### src/rtl/idsadc_conv_ctrl_pkg.sv
// rtl/idsadc_conv_ctrl_pkg.sv - shared constants for the IDSADC conversion sequencer
package idsadc_pkg;

    localparam logic [1:0] ST_IDLE = 2'd0;
    localparam logic [1:0] ST_RST  = 2'd1;
    localparam logic [1:0] ST_CONV = 2'd2;
    localparam logic [1:0] ST_DONE = 2'd3;

    // Byte offsets inside the 16-byte register window
    localparam logic [3:0] REG_CTRL   = 4'h0;
    localparam logic [3:0] REG_OSR    = 4'h4;
    localparam logic [3:0] REG_STATUS = 4'h8;
    localparam logic [3:0] REG_RESULT = 4'hC;

    localparam int CTRL_START  = 0;
    localparam int CTRL_CONT   = 1;
    localparam int CTRL_IRQ_EN = 2;
    localparam int CTRL_ABORT  = 3;

    localparam int STAT_BUSY    = 0;
    localparam int STAT_DONE    = 1;
    localparam int STAT_OVERRUN = 2;

    localparam int OSR_MIN = 4;

endpackage

### src/rtl/idsadc_conv_ctrl_if.sv
// rtl/idsadc_conv_ctrl_if.sv - Wishbone slave bundle for the IDSADC sequencer
interface idsadc_conv_ctrl_if;

    logic        wbs_stb_i;
    logic        wbs_cyc_i;
    logic        wbs_we_i;
    logic [3:0]  wbs_sel_i;
    logic [31:0] wbs_dat_i;
    logic [31:0] wbs_adr_i;
    logic        wbs_ack_o;
    logic [31:0] wbs_dat_o;

    modport master (
        output wbs_stb_i, wbs_cyc_i, wbs_we_i, wbs_sel_i, wbs_dat_i, wbs_adr_i,
        input  wbs_ack_o, wbs_dat_o
    );

    modport slave (
        input  wbs_stb_i, wbs_cyc_i, wbs_we_i, wbs_sel_i, wbs_dat_i, wbs_adr_i,
        output wbs_ack_o, wbs_dat_o
    );

endinterface

### src/rtl/idsadc_cic2_acc.sv
// rtl/idsadc_cic2_acc.sv - second-order sum-of-sums decimator accumulator
module idsadc_cic2_acc #(
    parameter int OSR_W = 16,
    parameter int RES_W = 32
) (
    input  logic             clk,
    input  logic             rst,
    input  logic             clr,
    input  logic             en,
    input  logic             bit_in,
    output logic [RES_W-1:0] acc2
);

    logic [OSR_W:0] acc1;
    logic [OSR_W:0] acc1_nxt;

    // acc2 integrates the already-updated acc1, giving sum_k (OSR-k)*bit_k
    assign acc1_nxt = acc1 + {{OSR_W{1'b0}}, bit_in};

    always_ff @(posedge clk) begin
        if (rst || clr) begin
            acc1 <= '0;
            acc2 <= '0;
        end else if (en) begin
            acc1 <= acc1_nxt;
            acc2 <= acc2 + {{(RES_W-OSR_W-1){1'b0}}, acc1_nxt};
        end
    end

endmodule

### src/rtl/idsadc_conv_ctrl.sv
// rtl/idsadc_conv_ctrl.sv - incremental delta-sigma ADC conversion sequencer with Wishbone registers
module idsadc_conv_ctrl
    import idsadc_pkg::*;
#(
    parameter logic [31:0] BASE_ADDR  = 32'h3000_0000,
    parameter int          RST_CYCLES = 4,
    parameter int          OSR_W      = 16,
    parameter int          RES_W      = 32
) (
    input  logic              wb_clk_i,
    input  logic              wb_rst_i,
    idsadc_conv_ctrl_if.slave wbs,
    input  logic              mod_bit_i,
    output logic              mod_en_o,
    output logic              int_rst_o,
    output logic              irq_o
);

    logic [1:0]       state;
    logic [OSR_W-1:0] cnt;
    logic [OSR_W-1:0] osr_q;
    logic [OSR_W-1:0] osr_raw;
    logic [OSR_W-1:0] osr_new;
    logic             cont_q;
    logic             irq_en_q;
    logic             start_q;
    logic             abort_q;
    logic             done_q;
    logic             ovr_q;
    logic [RES_W-1:0] result_q;
    logic [RES_W-1:0] acc2;
    logic             ack_q;
    logic [31:0]      rdat_q;
    logic [31:0]      rdata;
    logic [3:0]       ofs;
    logic             hit;
    logic             wr;
    logic             rd;
    logic             wr_ctrl;
    logic             wr_osr;
    logic             wr_stat;
    logic             busy;
    logic             done_set;
    logic             acc_clr;
    logic             unused_bus_bits;

    assign hit  = wbs.wbs_stb_i & wbs.wbs_cyc_i & ~ack_q
                & (wbs.wbs_adr_i[31:4] == BASE_ADDR[31:4]);
    assign wr   = hit & wbs.wbs_we_i;
    assign rd   = hit & ~wbs.wbs_we_i;
    assign ofs  = wbs.wbs_adr_i[3:0];
    assign busy = (state != ST_IDLE);

    assign wr_ctrl = wr & (ofs == REG_CTRL) & wbs.wbs_sel_i[0];
    assign wr_stat = wr & (ofs == REG_STATUS) & wbs.wbs_sel_i[0];
    assign wr_osr  = wr & (ofs == REG_OSR) & ~busy;

    assign unused_bus_bits = ^{wbs.wbs_dat_i, wbs.wbs_sel_i};

    for (genvar i = 0; i < OSR_W; i++) begin : g_osr_merge
        assign osr_raw[i] = wbs.wbs_sel_i[i/8] ? wbs.wbs_dat_i[i] : osr_q[i];
    end

    assign osr_new = (osr_raw < OSR_W'(OSR_MIN)) ? OSR_W'(OSR_MIN) : osr_raw;

    assign mod_en_o  = (state == ST_CONV);
    assign int_rst_o = (state == ST_RST);
    assign irq_o     = done_q & irq_en_q;

    // An abort in the DONE cycle leaves RESULT and the sticky flags untouched
    assign done_set = (state == ST_DONE) & ~abort_q;
    assign acc_clr  = ~abort_q & (((state == ST_IDLE) & start_q)
                                | ((state == ST_DONE) & cont_q));

    always_comb begin
        rdata = '0;
        case (ofs)
            REG_CTRL: begin
                rdata[CTRL_CONT]   = cont_q;
                rdata[CTRL_IRQ_EN] = irq_en_q;
            end
            REG_OSR:    rdata[OSR_W-1:0] = osr_q;
            REG_STATUS: begin
                rdata[STAT_BUSY]    = busy;
                rdata[STAT_DONE]    = done_q;
                rdata[STAT_OVERRUN] = ovr_q;
            end
            REG_RESULT: rdata[RES_W-1:0] = result_q;
            default:    rdata = '0;
        endcase
    end

    always_ff @(posedge wb_clk_i) begin
        if (wb_rst_i) begin
            ack_q  <= 1'b0;
            rdat_q <= '0;
        end else begin
            ack_q  <= hit;
            rdat_q <= rd ? rdata : '0;
        end
    end

    assign wbs.wbs_ack_o = ack_q;
    assign wbs.wbs_dat_o = rdat_q;

    // start/abort are one-cycle pulses visible in the ack cycle
    always_ff @(posedge wb_clk_i) begin
        if (wb_rst_i) begin
            start_q  <= 1'b0;
            abort_q  <= 1'b0;
            cont_q   <= 1'b0;
            irq_en_q <= 1'b0;
            osr_q    <= OSR_W'(16);
        end else begin
            start_q <= wr_ctrl & wbs.wbs_dat_i[CTRL_START];
            abort_q <= wr_ctrl & wbs.wbs_dat_i[CTRL_ABORT];
            if (wr_ctrl) begin
                cont_q   <= wbs.wbs_dat_i[CTRL_CONT];
                irq_en_q <= wbs.wbs_dat_i[CTRL_IRQ_EN];
            end
            if (wr_osr) begin
                osr_q <= osr_new;
            end
        end
    end

    // Hardware set beats a same-cycle W1C
    always_ff @(posedge wb_clk_i) begin
        if (wb_rst_i) begin
            done_q   <= 1'b0;
            ovr_q    <= 1'b0;
            result_q <= '0;
        end else begin
            done_q <= done_set | (done_q & ~(wr_stat & wbs.wbs_dat_i[STAT_DONE]));
            ovr_q  <= (done_set & done_q)
                    | (ovr_q & ~(wr_stat & wbs.wbs_dat_i[STAT_OVERRUN]));
            if (done_set) begin
                result_q <= acc2;
            end
        end
    end

    always_ff @(posedge wb_clk_i) begin
        if (wb_rst_i) begin
            state <= ST_IDLE;
            cnt   <= '0;
        end else if (abort_q) begin
            state <= ST_IDLE;
            cnt   <= '0;
        end else begin
            case (state)
                ST_IDLE: begin
                    if (start_q) begin
                        state <= ST_RST;
                        cnt   <= '0;
                    end
                end
                ST_RST: begin
                    if (cnt == OSR_W'(RST_CYCLES - 1)) begin
                        state <= ST_CONV;
                        cnt   <= '0;
                    end else begin
                        cnt <= cnt + OSR_W'(1);
                    end
                end
                ST_CONV: begin
                    if (cnt == osr_q - OSR_W'(1)) begin
                        state <= ST_DONE;
                        cnt   <= '0;
                    end else begin
                        cnt <= cnt + OSR_W'(1);
                    end
                end
                ST_DONE: begin
                    state <= cont_q ? ST_RST : ST_IDLE;
                    cnt   <= '0;
                end
                default: begin
                    state <= ST_IDLE;
                    cnt   <= '0;
                end
            endcase
        end
    end

    idsadc_cic2_acc #(
        .OSR_W (OSR_W),
        .RES_W (RES_W)
    ) u_acc (
        .clk    (wb_clk_i),
        .rst    (wb_rst_i),
        .clr    (acc_clr),
        .en     (mod_en_o),
        .bit_in (mod_bit_i),
        .acc2   (acc2)
    );

endmodule
### src/flat_wrapper.sv
// flat-port wrapper written by rule: the top's interface ports become plain ports
module idsadc_conv_ctrl_flat import idsadc_pkg::*;
#(
    parameter logic [31:0] BASE_ADDR  = 32'h3000_0000,
    parameter int          RST_CYCLES = 4,
    parameter int          OSR_W      = 16,
    parameter int          RES_W      = 32
)
  (wb_clk_i, wb_rst_i, mod_bit_i, mod_en_o, int_rst_o, irq_o, wbs_wbs_stb_i, wbs_wbs_cyc_i, wbs_wbs_we_i, wbs_wbs_sel_i, wbs_wbs_dat_i, wbs_wbs_adr_i, wbs_wbs_ack_o, wbs_wbs_dat_o);
  idsadc_conv_ctrl_if wbs_i ();
  input  logic wb_clk_i;
  input  logic wb_rst_i;
  input  logic mod_bit_i;
  output logic mod_en_o;
  output logic int_rst_o;
  output logic irq_o;
  input wire logic [$bits(wbs_i.wbs_stb_i)-1:0] wbs_wbs_stb_i;
  input wire logic [$bits(wbs_i.wbs_cyc_i)-1:0] wbs_wbs_cyc_i;
  input wire logic [$bits(wbs_i.wbs_we_i)-1:0] wbs_wbs_we_i;
  input wire logic [$bits(wbs_i.wbs_sel_i)-1:0] wbs_wbs_sel_i;
  input wire logic [$bits(wbs_i.wbs_dat_i)-1:0] wbs_wbs_dat_i;
  input wire logic [$bits(wbs_i.wbs_adr_i)-1:0] wbs_wbs_adr_i;
  output wire logic [$bits(wbs_i.wbs_ack_o)-1:0] wbs_wbs_ack_o;
  output wire logic [$bits(wbs_i.wbs_dat_o)-1:0] wbs_wbs_dat_o;
  assign wbs_i.wbs_stb_i = wbs_wbs_stb_i;
  assign wbs_i.wbs_cyc_i = wbs_wbs_cyc_i;
  assign wbs_i.wbs_we_i = wbs_wbs_we_i;
  assign wbs_i.wbs_sel_i = wbs_wbs_sel_i;
  assign wbs_i.wbs_dat_i = wbs_wbs_dat_i;
  assign wbs_i.wbs_adr_i = wbs_wbs_adr_i;
  assign wbs_wbs_ack_o = wbs_i.wbs_ack_o;
  assign wbs_wbs_dat_o = wbs_i.wbs_dat_o;
  idsadc_conv_ctrl #(.BASE_ADDR(BASE_ADDR), .RST_CYCLES(RST_CYCLES), .OSR_W(OSR_W), .RES_W(RES_W)) u_core (.wb_clk_i(wb_clk_i), .wb_rst_i(wb_rst_i), .wbs(wbs_i), .mod_bit_i(mod_bit_i), .mod_en_o(mod_en_o), .int_rst_o(int_rst_o), .irq_o(irq_o));
endmodule
### config.mk
export PLATFORM = sky130hd
export DESIGN_NAME = idsadc_conv_ctrl_flat
export DESIGN_NICKNAME = d
export VERILOG_FILES = /design/src/rtl/idsadc_conv_ctrl_pkg.sv /design/src/rtl/idsadc_conv_ctrl_if.sv /design/src/rtl/idsadc_cic2_acc.sv /design/src/rtl/idsadc_conv_ctrl.sv /design/src/flat_wrapper.sv
export SDC_FILE = /design/constraint.sdc
export NUM_CORES = 1
export LEC_CHECK = 0
export CORE_MARGIN = 2
export CORE_UTILIZATION = 50
export CTS_CLUSTER_SIZE = 20
export DETAILED_ROUTE_END_ITERATION = 7
export PLACE_DENSITY = 0.88
export SKIP_LAST_GASP = 1
export SLEW_MARGIN = 5
export SYNTH_ARGS = -nofsm -noshare
export SYNTH_HDL_FRONTEND = slang
export SYNTH_SLANG_ARGS = --single-unit
### constraint.sdc
create_clock -name wb_clk_i -period 4.2 [get_ports wb_clk_i]
set_clock_uncertainty 0.05 [all_clocks]
set_input_delay 1.26 -clock wb_clk_i [delete_from_list [all_inputs] [get_ports wb_clk_i]]
set_output_delay 1.26 -clock wb_clk_i [all_outputs]
set_load 0.1 [all_outputs]
==> flow_metrics.py, run 1 <==
metrics = {
    "layout": {
        "fillers": 1216,
        "multi_input_area_um2": 4736,
        "nNetsFinal": 1173,
        "drive_gt1_share_pct": 13.63,
        "regArea_um2": 3083,
        "stdcell_area_um2": 10150,
        "area_growth_syn_to_layout_pct": 27.06,
        "num_antenna_cells": 0,
    },
    "pwr": {
        "p_seq_share_pct": 46.7,
        "p_per_area_nw_per_um2": 310.0,
        "power.switching_uw": 762.1,
        "p_comb_share_pct": 6.7,
        "switching_share_pct": 24.22,
        "irDropWorstVdd_mv": 0.2521,
        "power.internal_mw": 2.384,
        "total_power_mw": 3.146,
        "p_leak_nw": 4.073,
        "p_clk_share_pct": 46.7,
    },
    "sta": {
        "post-route-min-period_ps": 4062,
        "slew_headroom_pct": 23.04,
        "setup_viol": 0,
        "setup_ws_ps": 137.7,
        "maxSlewViolCount": 0,
        "holdWs_ps": 401.9,
        "grt_setup_unrepaired": "yes",
        "fin_crit_sh_pct": 96.72,
        "clock.fmax_mhz": 246.2,
        "hold_viol": 0,
        "worst_pin_slew_ps": 1150,
    },
    "place": {
        "port_buffers": 91,
        "place_area_um2": 9479,
        "place_ws_ps": -615.2,
        "place.detailed.hpwl_um": 14580,
        "place.gp.congestion": 0.8934,
    },
    "synthesis": {
        "synth_top_area_share_pct": 38.60,
        "synth_area_leaders": "dfxtp_1 39%, nand2_1 6.2%, xor2_1 4.4%, mux2i_1 4.3%, ha_1 3.9%",
        "syn_nets": 1050,
        "syn_area_um2": 7986,
        "yosysMostFrequentCell": "dfxtp_1",
        "syn_area_per_cell_um2": 8.407,
        "ys_types": 74,
        "synth_edf_count": 0,
        "ys_ff_latch": 154,
        "synth_commonest_cells": "154 x dfxtp_1, 132 x nand2_1, 76 x nor2_1, 59 x a21oi_1, 47 x clkbuf_1",
        "synth_top_area_cell": "dfxtp_1",
        "netlist_instances": 950,
        "seq_area_frac_synth_pct": 38.60,
        "yosysWarnings": 0,
        "ys.flop_type": "dfxtp_1",
        "async_reset_ff_share_pct": 0,
    },
    "global_routing": {
        "track_usage_pct": 26.11,
        "antenna_found_initial": 0,
        "gr-total-overflow": 0,
        "first_global_vias": 7301,
        "grt_max_degree": 49,
        "grt_pass1_wl_um": 35380,
    },
    "flow_run": {
        "max_cap_viol_count": 0,
    },
    "clock_network": {
        "cts_tree": "done",
        "clk_pin_slew_ps": 60,
        "htreeDepth": 4,
        "cts_buffer_depth": 2,
        "insertion_delay_ps": 430,
        "cts_buffers": 17,
        "cts-root-buf": "clkbuf_16",
        "cts_sinks": 154,
    },
    "critical_path": {
        "reg2reg_to": "u_core.state[1]",
        "worstPathMaxFanout": 3,
        "start_kind": "input port",
        "r2r_start": "u_core.osr_q[3]",
        "cp.arrival_ps": 4330,
        "critPathRequiredTime_ps": 4470,
        "end_kind": "register",
        "r2r_setup_slack_ps": 570,
        "r2r_cells": 8,
        "critical_path_class": "input port to register",
    },
    "floorplanning": {
        "rows": 46,
        "dieArea_um2": 17000,
        "initial_core_util_pct": 50.64,
        "core-area_um2": 15770,
        "die_y_um": 130.4,
        "pin_count": 110,
        "die_w_um": 130.4,
    },
    "route": {
        "firstDrtPassIters": 7,
        "wire_per_inst_um": 16.57,
        "ant_nets": 0,
        "drc": 0,
        "via_count": 7650,
        "viasPerCell": 5.876,
        "drtIter0Drc": 825,
        "drt-total-wl_um": 21580,
    },
    "outcome": {
        "outcome": "completed",
    },
    "worst_hold_path": {
        "hp-class": "register to register",
        "hold_end": "u_core.result_q[30]",
        "hold_depth": 2,
        "min_from": "u_core.result_q[30]",
    },
}
[area by class of cell]
| class | count | area share [%] |
|---|---|---|
| Timing Repair Buffer | 162 | 14.09 |
| Inverter | 18 | 0.6658 |
| Multi-Input combinational cell | 720 | 46.67 |
| Sequential cell | 154 | 30.38 |
| Clock buffer | 20 | 4.402 |
| Clock inverter | 12 | 1.122 |
| Tap cell | 216 | 2.663 |
[cell usage in the layout, fill, tap and decap left out, drive strengths merged, types with 3 or more instances in the layout]
cell / instances
xor2: 40
a22o: 13
or2: 10
a211oi: 5
xnor2: 23
nor2: 76
or3: 14
o31ai: 5
a21oi: 59
buf: 75
o211ai: 4
nor4: 14
a31oi: 8
nand2b: 6
nor3b: 6
clkbuf: 20
nand2: 132
ha: 25
o311ai: 11
o21ai: 25
and3: 33
nand4: 21
o21bai: 3
and2: 20
a21o: 9
inv: 23
o21a: 3
nand3b: 8
clkdlybuf4s50: 86
nand3: 33
mux2i: 34
dfxtp: 154
clkinv: 5
or4: 6
a22oi: 7
nor3: 14
nor2b: 9
nor4b: 6
[power by group through the flow]
| stage | Clock, mW | Sequential, mW | Combinational, mW |
|---|---|---|---|
| after global placement | 0 | 1.50 | 0.199 |
| after floorplan | 0 | 1.50 | 0.111 |
| after detailed placement | 0 | 1.50 | 0.203 |
| after global routing | 1.54 | 1.47 | 0.224 |
| after CTS | 1.47 | 1.47 | 0.205 |
| final | 1.47 | 1.47 | 0.210 |
[critical path: stages]
cell           delay (ps)
dlygate4sd2_1         200
ha_2                  200
and3_1                180
and4_1                240
and3_4                210
xor2_1                210
ha_1                  280
a21o_1                190
a21o_1                170
a21oi_1               220
a2bb2oi_2             250
buf_4                 140
a31oi_1               100
xnor2_1               170
o21ai_0               290
[registers in the layout (all words and copies together) (netlist names), 2 cells and up]
signal,count
u_core.result_q,32
u_core.u_acc.acc2,32
u_core.state,2
u_core.wbs.wbs_dat_o,32
u_core.osr_q,16
u_core.u_acc.acc1,17
u_core.cnt,16
[metrics by stage]
stage / cells / TNS [ps] / util [%]
after floorplan: 950 / 0 / -
after CTS: 1302 / 0 / 64.27
final: 1302 / 0 / 64.34
after detailed placement: 1267 / -10150 / 60.11
after global routing: 1302 / -75.59 / 64.34
after global placement: 1267 / -8167 / 60.11
[routing by layer]
layer	vias up	track usage, %	part of all wire (%)
li1	3645	-	-
met1	3662	31.12	41
met2	274	45.55	51
met3	69	5.741	5.4
met4	0	11.20	3.3
met5	-	0	0
[how the worst max path moves through the flow]
| stage | start | end | slack (ps) | cells after the start |
|---|---|---|---|---|
| final | mod_bit_i | u_core.u_acc.acc2[16] | 140 | 15 |
| after global routing | mod_bit_i | u_core.u_acc.acc2[16] | -80 | 16 |
| after CTS | mod_bit_i | u_core.u_acc.acc2[25] | 200 | 16 |
| after detailed placement | mod_bit_i | u_core.u_acc.acc2[18] | -620 | 16 |
| after global placement | mod_bit_i | u_core.u_acc.acc2[28] | -470 | 17 |
| after floorplan | mod_bit_i | u_core.u_acc.acc2[18] | 30 | 16 |
[logic make-up after synthesis]
family	after synthesis	synth area share, %
buffers and inverters	76	3.807
adder cells (fa/ha/maj)	26	4.167
AO/OA/AOI/OAI	174	14.68
AND/OR/NAND/NOR	420	26.82
XOR/XNOR	63	6.909
multiplexers	37	5.013
flip-flops	154	38.60
[what timing repair did]
item	in CTS	in global routing
pin swaps	13	1
resized for setup	19	3
setup buffers	3	0
endpoints found under the setup margin	17	10
hold buffers	0	0
No activity file was read; power rests on OpenSTA's default activity.
==> run 2: changes to the inputs <==
--- a/config.mk
+++ b/config.mk
@@ -5,11 +5,12 @@
 export SDC_FILE = /design/constraint.sdc
 export NUM_CORES = 1
 export LEC_CHECK = 0
-export CORE_MARGIN = 2
+export CORE_MARGIN = 3
 export CORE_UTILIZATION = 50
 export CTS_CLUSTER_SIZE = 20
 export DETAILED_ROUTE_END_ITERATION = 7
 export PLACE_DENSITY = 0.88
+export SETUP_SLACK_MARGIN = 0.02
 export SKIP_LAST_GASP = 1
 export SLEW_MARGIN = 5
 export SYNTH_ARGS = -nofsm -noshare
==> run 2 against run 1 <==
  * Fmax down 1.3%
  * Largest power group is now the clock network
  * Non-clock buffer count down 4
  * Final area up 0.35%
  * Critical path type unchanged
  * Die area up 3.1%
  * Routed wire length up 1.0%
  * Critical endpoint is now u_core.u_acc.acc2[19]
==> flow_metrics.py, run 2 (synthesis results as in run 1) <==
metrics = {
    "outcome": {
        "outcome": "completed",
    },
    "clock_network": {
        "ctsHoldBuffers": 0,
        "cts_buffer_depth": 2,
        "clk_pin_slew_ps": 70,
        "cts_sinks": 154,
        "cts_tree": "done",
        "cts-root-buf": "clkbuf_16",
        "htreeDepth": 4,
        "cts_buffers": 17,
        "insertion_delay_ps": 440,
    },
    "layout": {
        "final_util_pct": 66.00,
        "fillers": 1144,
        "drive_gt1_share_pct": 13.96,
        "layout_common_cells": "154 x dfxtp_1, 131 x nand2_1, 86 x clkdlybuf4s50_1, 76 x nor2_1, 69 x buf_4",
        "nNetsFinal": 1169,
        "layout_commonest_cell": "dfxtp_1",
        "area_growth_syn_to_layout_pct": 27.50,
        "num_antenna_cells": 0,
    },
    "route": {
        "drtIter0Drc": 774,
        "via_count": 7608,
        "viasPerCell": 5.884,
        "wire_per_inst_um": 16.86,
        "ant_nets": 0,
        "drt-total-wl_um": 21800,
        "drc": 0,
        "firstDrtPassIters": 7,
    },
    "pwr": {
        "p_leak_nw": 4.091,
        "irDropWorstVdd_mv": 0.3024,
        "p_per_area_nw_per_um2": 312.0,
    },
    "global_routing": {
        "grt_max_degree": 35,
        "gr-total-overflow": 0,
        "first_global_vias": 7442,
        "track_usage_pct": 24.43,
        "grt_pass1_wl_um": 35490,
        "antenna_found_initial": 0,
    },
    "place": {
        "port_buffers": 91,
        "place.gp.congestion": 0.8999,
        "place.detailed.hpwl_um": 14760,
    },
    "critical_path": {
        "end_kind": "register",
        "start_kind": "input port",
        "cp.arrival_ps": 4430,
        "critPathRequiredTime_ps": 4510,
        "worstPathMaxFanout": 4,
        "worstSetupStartpoint": "mod_bit_i",
        "r2r_start": "u_core.osr_q[0]",
        "critical_path_class": "input port to register",
    },
    "flow_run": {
        "max_cap_viol_count": 0,
    },
    "floorplanning": {
        "rows": 45,
        "pin_count": 110,
        "initial_core_util_pct": 51.77,
        "die_w_um": 132.4,
        "core-area_um2": 15430,
        "dieArea_um2": 17530,
        "die_y_um": 132.4,
    },
    "sta": {
        "fin_crit_sh_pct": 98.02,
        "clock.fmax_mhz": 242.9,
        "worst_pin_slew_ps": 1251,
        "setup_viol": 0,
        "hold_viol": 0,
        "post-route-min-period_ps": 4117,
        "maxSlewViolCount": 0,
        "slew_headroom_pct": 16.59,
        "setup_tns_ps": 0,
    },
    "worst_hold_path": {
        "hp-class": "register to register",
        "min_from": "u_core.result_q[18]",
    },
}
-- run 2: cell count changes in the layout (fill, tap and decap cells not counted), sizes merged --
cell and delta:
buf -4, clkbuf -2, inv +2, clkinv -1, clkinvlp +1
-- run 2: stage by stage --
stage	total power [mW]	worst slack, ps	hold WS [ps]	cell area, µm²	instances
global placement	1.701	-462.2	387.7	9428	1256
detailed placement	1.706	-603.8	391.8	9428	1256
floorplan	1.611	28.57	379.6	8031	950
finish	3.177	83.25	398.1	10180	1293
CTS	3.184	175.8	400.8	10100	1290
global route	3.254	-50.60	413.8	10180	1293
-- run 2: worst paths after layout --
kind	to	slack, ps	depth (start not counted)
worst max register to register	u_core.cnt[10]	470	10
worst max-delay path	u_core.u_acc.acc2[19]	80	16
worst min-delay path	u_core.result_q[18]	400	2
worst min register to register	u_core.result_q[18]	400	2
-- run 2: worst max-delay path: stages --
cell	delay [ps]
dlygate4sd2_1	200
ha_2	200
and3_1	190
and4_4	240
and3_4	210
and3_4	220
xor2_2	170
ha_1	300
buf_4	170
a21oi_1	140
nor3b_2	210
nand3_1	170
nor4bb_4	190
buf_4	160
o21ai_1	170
mux2i_1	220
-- run 2: power by group --
part	leakage [nW]	internal, mW	switching (mW)	total (mW)
sequential	1.24	1.46	0.00409	1.47
combinational	2.57	0.0846	0.126	0.211
clock	0.280	0.844	0.654	1.50
total	4.09	2.39	0.785	3.18
-- run 2: per-layer routing --
metal | GRT usage (%) | wire length [µm] | part of all wire [%]
met1 | 29.14 | 8753 | 40
met2 | 42.37 | 11070 | 51
met3 | 5.496 | 1263 | 5.8
met4 | 10.22 | 714 | 3.3
met5 | 0 | 0 | 0
-- run 2: final cells by class --
cell class / count / area [µm²] / area share, %
Sequential cell: 154 / 3083 / 30.28
Tap cell: 211 / 264.0 / 2.593
Clock buffer: 18 / 439.2 / 4.313
Timing Repair Buffer: 158 / 1413 / 13.87
Inverter: 18 / 67.56 / 0.6636
Multi-Input combinational cell: 720 / 4780 / 46.94
Clock inverter: 14 / 136.4 / 1.339
-- run 2: repair_timing --
action / 4_1_cts / 5_1_grt
pin swaps: 11 / 8
endpoints found under the hold margin: 0 / 0
setup buffers: 2 / 3
setup endpoints to repair: 15 / 13
gates resized for setup: 18 / 10
